**src/rtl/vga_pattern_pkg.sv**
```systemverilog
// Shared definitions for the VGA test-pattern source: mode encodings,
// the eight-entry RGB444 palette and the fixed pixel colours.
package vga_pattern_pkg;

    typedef enum logic [1:0] {
        MODE_BARS    = 2'd0,
        MODE_CHECKER = 2'd1,
        MODE_GRID    = 2'd2,
        MODE_SOLID   = 2'd3
    } mode_e;

    localparam logic [11:0] PIX_BLACK   = 12'h000;
    localparam logic [11:0] PIX_WHITE   = 12'hFFF;
    localparam logic [11:0] PIX_GRID_BG = 12'h004;

    // Entry 0 is the rightmost element: red, green, blue, yellow,
    // magenta, cyan, white, black.
    localparam logic [7:0][11:0] PALETTE = {
        12'h000, 12'hFFF, 12'h0FF, 12'hF0F,
        12'hFF0, 12'h00F, 12'h0F0, 12'hF00
    };

    function automatic logic [11:0] palette_rgb(input logic [2:0] idx);
        return PALETTE[idx];
    endfunction

endpackage

```
**src/rtl/vga_frame_tick.sv**
```systemverilog
// Frame-end detector and completed-frame counter. The tick is asserted
// combinationally while the last visible pixel of a frame is requested;
// the counter advances on the following clock edge and wraps 255 -> 0.
module vga_frame_tick #(
    parameter int H_ACTIVE = 640,
    parameter int V_ACTIVE = 480,
    parameter int ADDR_W   = 11
) (
    input  logic              vga_clk,
    input  logic              reset_n,
    input  logic [ADDR_W-1:0] row_i,
    input  logic [ADDR_W-1:0] col_i,
    input  logic              read_pixel_n_i,
    output logic              frame_tick_o,
    output logic [7:0]        frame_count_o
);

    logic [7:0] frame_count_q;
    logic [7:0] frame_count_d;

    assign frame_tick_o = (read_pixel_n_i == 1'b0)
                       && (row_i == ADDR_W'(V_ACTIVE - 1))
                       && (col_i == ADDR_W'(H_ACTIVE - 1));

    // Next frame count: advance once per completed frame.
    always_comb begin
        frame_count_d = frame_count_q;
        if (frame_tick_o) begin
            frame_count_d = frame_count_q + 8'd1;
        end else begin
            frame_count_d = frame_count_q;
        end
    end

    // Frame counter register.
    always_ff @(posedge vga_clk or negedge reset_n) begin
        if (!reset_n) begin
            frame_count_q <= 8'd0;
        end else begin
            frame_count_q <= frame_count_d;
        end
    end

    assign frame_count_o = frame_count_q;

endmodule

```
**src/rtl/vga_pattern_gen.sv**
```systemverilog
// Multi-mode test-pattern source for vga_driver. Answers each pixel request
// with registered RGB444 data one cycle later. Modes: colour bars, checker,
// grid and a solid colour that steps every 32 frames. Mode changes are
// requested with mode_req and take effect only at the frame boundary.
// Optional feature: define VGA_PATTERN_SCROLL_EN to make the bars scroll
// left by SCROLL_STEP pixels per frame while BARS is active.
module vga_pattern_gen
    import vga_pattern_pkg::*;
#(
    parameter int H_ACTIVE    = 640,
    parameter int V_ACTIVE    = 480,
    parameter int ADDR_W      = 11,
    parameter int NUM_BARS    = 7,
    parameter int BAR_W       = 100,
    parameter int CHECK_LOG2  = 5,
    parameter int GRID_LOG2   = 6,
    parameter int SCROLL_STEP = 1
) (
    input  logic              vga_clk,
    input  logic              reset_n,
    input  logic [ADDR_W-1:0] row_address,
    input  logic [ADDR_W-1:0] col_address,
    input  logic              read_pixel_n,
    input  logic [1:0]        mode_sel,
    input  logic              mode_req,
    output logic              mode_ack,
    output logic [1:0]        active_mode,
    output logic [7:0]        frame_count,
    output logic [11:0]       pixel_data
);

    localparam int PERIOD = NUM_BARS * BAR_W;
    localparam int PIX_W  = (BAR_W > 1) ? $clog2(BAR_W) : 1;
    // Wide enough to hold off + SCROLL_STEP before the modulo wrap.
    localparam int OFF_W  = $clog2(PERIOD + SCROLL_STEP);
    localparam logic [2:0]       LAST_BAR = 3'(NUM_BARS - 1);
    localparam logic [PIX_W-1:0] LAST_PIX = PIX_W'(BAR_W - 1);

    logic              frame_tick_s;
    logic [7:0]        frame_count_s;

    logic [11:0]       pixel_q, pixel_d;
    mode_e             active_mode_q, active_mode_d;
    mode_e             pend_mode_q, pend_mode_d;
    logic              pend_flag_q, pend_flag_d;
    logic              mode_ack_q, mode_ack_d;
    logic [2:0]        bar_idx_q, bar_idx_d;
    logic [PIX_W-1:0]  bar_pix_q, bar_pix_d;

    logic [OFF_W-1:0]  off_s;
    logic [2:0]        start_idx_s;
    logic [PIX_W-1:0]  start_pix_s;
    logic              line_start_s;
    logic [2:0]        cur_idx_s;
    logic [PIX_W-1:0]  cur_pix_s;

    vga_frame_tick #(
        .H_ACTIVE (H_ACTIVE),
        .V_ACTIVE (V_ACTIVE),
        .ADDR_W   (ADDR_W)
    ) u_frame_tick (
        .vga_clk        (vga_clk),
        .reset_n        (reset_n),
        .row_i          (row_address),
        .col_i          (col_address),
        .read_pixel_n_i (read_pixel_n),
        .frame_tick_o   (frame_tick_s),
        .frame_count_o  (frame_count_s)
    );

`ifdef VGA_PATTERN_SCROLL_EN
    logic [OFF_W-1:0] off_q, off_d;
    logic [31:0]      off_sum_s;

    assign off_sum_s = 32'(off_q) + 32'(SCROLL_STEP);

    // Next scroll offset: advance modulo the bar period at each frame end in BARS.
    always_comb begin
        off_d = off_q;
        if (frame_tick_s && (active_mode_q == MODE_BARS)) begin
            if (off_sum_s >= 32'(PERIOD)) begin
                off_d = OFF_W'(off_sum_s - 32'(PERIOD));
            end else begin
                off_d = OFF_W'(off_sum_s);
            end
        end else begin
            off_d = off_q;
        end
    end

    // Scroll offset register; kept across mode changes.
    always_ff @(posedge vga_clk or negedge reset_n) begin
        if (!reset_n) begin
            off_q <= '0;
        end else begin
            off_q <= off_d;
        end
    end

    assign off_s = off_q;
`else
    assign off_s = '0;
`endif

    // Phase of the bar pattern at column 0 for the current offset.
    assign start_idx_s  = 3'(32'(off_s) / 32'(BAR_W));
    assign start_pix_s  = PIX_W'(32'(off_s) % 32'(BAR_W));
    assign line_start_s = (read_pixel_n == 1'b0) && (col_address == '0);

    // Bar position for this request: reload at line start, else follow counters.
    always_comb begin
        cur_idx_s = bar_idx_q;
        cur_pix_s = bar_pix_q;
        if (line_start_s) begin
            cur_idx_s = start_idx_s;
            cur_pix_s = start_pix_s;
        end else begin
            cur_idx_s = bar_idx_q;
            cur_pix_s = bar_pix_q;
        end
    end

    // Bar counters advance by one pixel per visible request.
    always_comb begin
        bar_idx_d = bar_idx_q;
        bar_pix_d = bar_pix_q;
        if (!read_pixel_n) begin
            if (cur_pix_s == LAST_PIX) begin
                bar_pix_d = '0;
                if (cur_idx_s == LAST_BAR) begin
                    bar_idx_d = 3'd0;
                end else begin
                    bar_idx_d = cur_idx_s + 3'd1;
                end
            end else begin
                bar_pix_d = cur_pix_s + PIX_W'(1);
                bar_idx_d = cur_idx_s;
            end
        end else begin
            bar_idx_d = bar_idx_q;
            bar_pix_d = bar_pix_q;
        end
    end

    // Pixel colour for the current request in the active mode.
    always_comb begin
        pixel_d = PIX_BLACK;
        if (read_pixel_n) begin
            pixel_d = PIX_BLACK;
        end else begin
            case (active_mode_q)
                MODE_BARS: begin
                    pixel_d = palette_rgb(cur_idx_s);
                end
                MODE_CHECKER: begin
                    if (col_address[CHECK_LOG2] ^ row_address[CHECK_LOG2]) begin
                        pixel_d = PIX_WHITE;
                    end else begin
                        pixel_d = PIX_BLACK;
                    end
                end
                MODE_GRID: begin
                    if ((col_address[GRID_LOG2-1:0] == {GRID_LOG2{1'b0}})
                        || (row_address[GRID_LOG2-1:0] == {GRID_LOG2{1'b0}})
                        || (col_address == ADDR_W'(H_ACTIVE - 1))
                        || (row_address == ADDR_W'(V_ACTIVE - 1))) begin
                        pixel_d = PIX_WHITE;
                    end else begin
                        pixel_d = PIX_GRID_BG;
                    end
                end
                MODE_SOLID: begin
                    pixel_d = palette_rgb(frame_count_s[7:5]);
                end
                default: begin
                    pixel_d = PIX_BLACK;
                end
            endcase
        end
    end

    // Mode handshake: latest request wins; switch and ack only at the frame end.
    always_comb begin
        pend_flag_d   = pend_flag_q;
        pend_mode_d   = pend_mode_q;
        active_mode_d = active_mode_q;
        mode_ack_d    = 1'b0;
        if (frame_tick_s) begin
            if (mode_req) begin
                active_mode_d = mode_e'(mode_sel);
                mode_ack_d    = 1'b1;
                pend_flag_d   = 1'b0;
            end else if (pend_flag_q) begin
                active_mode_d = pend_mode_q;
                mode_ack_d    = 1'b1;
                pend_flag_d   = 1'b0;
            end else begin
                mode_ack_d    = 1'b0;
            end
        end else if (mode_req) begin
            pend_mode_d = mode_e'(mode_sel);
            pend_flag_d = 1'b1;
        end else begin
            mode_ack_d  = 1'b0;
        end
    end

    // State and output registers.
    always_ff @(posedge vga_clk or negedge reset_n) begin
        if (!reset_n) begin
            pixel_q       <= 12'h000;
            active_mode_q <= MODE_BARS;
            pend_mode_q   <= MODE_BARS;
            pend_flag_q   <= 1'b0;
            mode_ack_q    <= 1'b0;
            bar_idx_q     <= 3'd0;
            bar_pix_q     <= '0;
        end else begin
            pixel_q       <= pixel_d;
            active_mode_q <= active_mode_d;
            pend_mode_q   <= pend_mode_d;
            pend_flag_q   <= pend_flag_d;
            mode_ack_q    <= mode_ack_d;
            bar_idx_q     <= bar_idx_d;
            bar_pix_q     <= bar_pix_d;
        end
    end

    assign pixel_data  = pixel_q;
    assign active_mode = active_mode_q;
    assign mode_ack    = mode_ack_q;
    assign frame_count = frame_count_s;

endmodule
```
**config.mk**
```make
export PLATFORM = sky130hd
export DESIGN_NAME = vga_pattern_gen
export DESIGN_NICKNAME = d
export VERILOG_FILES = /design/src/rtl/vga_pattern_pkg.sv /design/src/rtl/vga_frame_tick.sv /design/src/rtl/vga_pattern_gen.sv
export SDC_FILE = /design/constraint.sdc
export NUM_CORES = 1
export LEC_CHECK = 0
export BUFFER_PORTS_ARGS = -buffer_cell sky130_fd_sc_hd__buf_2
export CORE_ASPECT_RATIO = 1.5
export CORE_MARGIN = 8
export CORE_UTILIZATION = 40
export DETAILED_ROUTE_END_ITERATION = 6
export PLACE_DENSITY = 0.61
export SKIP_CTS_REPAIR_TIMING = 1
export SYNTH_ARGS = -nofsm -noshare
export SYNTH_HDL_FRONTEND = slang
export SYNTH_SLANG_ARGS = --single-unit
```
**constraint.sdc**
```tcl
create_clock -name vga_clk -period 2.56 [get_ports vga_clk]
set_input_delay 0.128 -clock vga_clk [delete_from_list [all_inputs] [get_ports vga_clk]]
set_output_delay 0.128 -clock vga_clk [all_outputs]
set_load 0.05 [all_outputs]
```
==> metrics.yaml <==
layout:
  mostFrequentLayoutCells: "buf_2, dfrtp_1, o21ai_0, nand3_1, nor2_1"
  diodes: 0
  final_common_cell: "buf_2"
  final_util: 0.498
  regArea_sq_um: 701
  design_area_sq_um: 2100
  fill_cells: 420
  final_nets: 265
  drive_gt1_frac: 0.288
  fin_cells: 275
  multi_input_area_sq_um: 928
  area_delta_synth_final_pct: 19.5
clocking:
  clk_pin_slew_worst_paths_ns: 0.10
  clock-sinks: 28
  clock_latency_ns: 0.28
  root_buffer: "clkbuf_8"
  cts_inserted_buffers: 3
  htreeDepth: 1
  cts.path.max_buffers: 2
  cts_tree: "done"
worst_setup_path:
  timing.rr.start: "bar_pix_q[0]"
  path_class: "input port to register"
  end_kind: "register"
  cpPeakStageDelay_ns: 0.42
  crit_required_ns: 2.79
  arrival_ns: 2.27
  cp_max_fo: 6
  crit_path_start_kind: "input port"
  cp-startpoint: "col_address[7]"
  slowest_stage: "nor4_1"
  worstPathCellList: "buf_2 -> nor4_1 -> nand4_1 -> and2_1 -> ha_1 -> nor4bb_1 -> and3_1 -> o31ai_1 -> a21o_1"
synthesis:
  synth_edf_count: 0
  ys_async_sr_fraction: 1.00
  syn_area_sq_um: 1750
  synth_top_flop_cell: "dfrtp_1"
  syn_area_per_cell_sq_um: 9.53
  syn_nets: 219
  ys_types: 48
  synth_cells: 184
  ys_seq_area_frac: 0.399
  synth-seq-cells: 28
  ys_warn_count: 0
timing:
  setup-tns-final_ns: 0
  rsz0062_at_grt: "false"
  min_period_ns: 2.04
  finalCritPeriodShare: 0.796
  hold_ws_ns: 0.0864
  hold_viol_final: 0
  max_freq_mhz: 491
  worst_clock_skew_ns: 0.00671
  slew_violations: 0
  setup-violations-final: 0
  worst_slew_pin_slew_ns: 0.632
  slew_headroom: 0.579
power_and_ir_drop:
  power_density_nw_per_um2: 668
  max-vdd-ir-drop_mv: 0.621
  p_leak_uw: 0.00102
die:
  fp.coreArea_sq_um: 4210
  io_pins: 51
  die_h_microns: 97.1
  fp.dieArea_sq_um: 6800
  start_util: 0.417
  die_x_microns: 70.1
  row_count: 29
place:
  port_buffers: 50
  placed_cells: 270
  place_congestion: 0.825
  place_hpwl_mm: 3.38
  place_area_sq_um: 2020
grt:
  antenna_found_initial: 0
  grtUsageTotal: 0.120
  grt_pass1_wl_mm: 6.93
  grt_max_degree: 29
  grt_pass1_vias: 1608
  overflow: 0
route:
  final_antenna_net_count: 0
  vias: 1555
  drtIter0Drc: 69
  wl_per_cell_microns: 15.3
  drt-total-wl_mm: 4.21
  routed_via_density: 5.65
  drt_first_pass_iters: 4
  drcViolationCount: 0
run_status:
  status: "finished, final reports clean"
worst_hold_path:
  hold_path_class: "input port to register"
  min_from: "mode_sel[0]"
run:
  max_cap_violations: 0
[stage by stage]
step / total power (uW) / setup slack (ns)
2_1_floorplan: 965 / 0.324
6_report: 1400 / 0.523
3_3_place_gp: 1060 / 0.279
4_1_cts: 1420 / 0.534
3_5_place_dp: 1060 / 0.224
5_1_grt: 1480 / 0.371
[path summary, 6_finish.rpt]
check	slack, ns	end	cells after the start
setup / recovery	0.52	bar_pix_q[3]	9
hold / removal	0.09	pend_mode_q[0]	2
setup reg to reg	0.57	bar_pix_q[2]	6
hold reg to reg	0.49	pend_mode_q[0]	1
max in group asynchronous	1.76	pend_mode_q[1]	2
min in group asynchronous	0.39	bar_pix_q[5]	2
[routing by layer]
metal | part of all wire | GRT usage
met4 | 0.010 | 0.0326
met3 | 0.043 | 0.0317
met2 | 0.55 | 0.236
met5 | 0 | 0
met1 | 0.39 | 0.116
[Yosys cell counts (3+ instances only)]
cell / instances / share of area
nor3_1: 4 / 0.011
and3_1: 8 / 0.029
o21ai_0: 11 / 0.031
mux2_1: 3 / 0.019
nor4_1: 3 / 0.011
a21oi_1: 6 / 0.017
nand4_1: 6 / 0.021
nand2_1: 6 / 0.013
a31oi_1: 3 / 0.011
nand3_1: 11 / 0.031
inv_1: 9 / 0.019
ha_1: 7 / 0.050
xnor2_1: 8 / 0.040
buf_4: 8 / 0.034
dfrtp_1: 28 / 0.40
nor2_1: 10 / 0.021
clkbuf_1: 6 / 0.013
mux2i_1: 3 / 0.017
[flip-flops by register name, indices dropped and copies added (netlist names)]
signal and flops:
pend_flag_q 1, u_frame_tick.frame_count_o 8, mode_ack 1, pixel_data 4
active_mode 2, pend_mode_q 2, bar_idx_q 3, bar_pix_q 7
[worst max-delay path, delay by kind of cell]
family                     cells  cell delay [ns]
AOI/OAI and AO/OA              2             0.40
adders and majority gates      1             0.22
buffers and inverters          1             0.11
and+or+nand+nor                5             1.39
[cells by family after synthesis]
| family | count (synthesis) | share of synthesized area |
|---|---|---|
| simple gates | 67 | 0.233 |
| compound gates | 41 | 0.158 |
| xor+xnor | 8 | 0.0399 |
| buf+inv | 25 | 0.0713 |
| fa+ha+maj | 7 | 0.0499 |
| flops | 28 | 0.399 |
| mux | 8 | 0.0492 |
[area by class of cell]
class | count | share of cell area
well taps | 46 | 0.0274
inverters | 9 | 0.0161
clock buffers | 3 | 0.0197
flip-flops and latches | 28 | 0.334
repair buffers | 57 | 0.146
multi-input cells | 131 | 0.443
clock inverters | 1 | 0.0143
[power breakdown]
group	total, uW	switching (uW)	internal, uW
Sequential	575	61.6	514
Clock	353	144	210
Combinational	473	309	164
Total	1400	514	887
No activity file was read; power rests on OpenSTA's default activity.
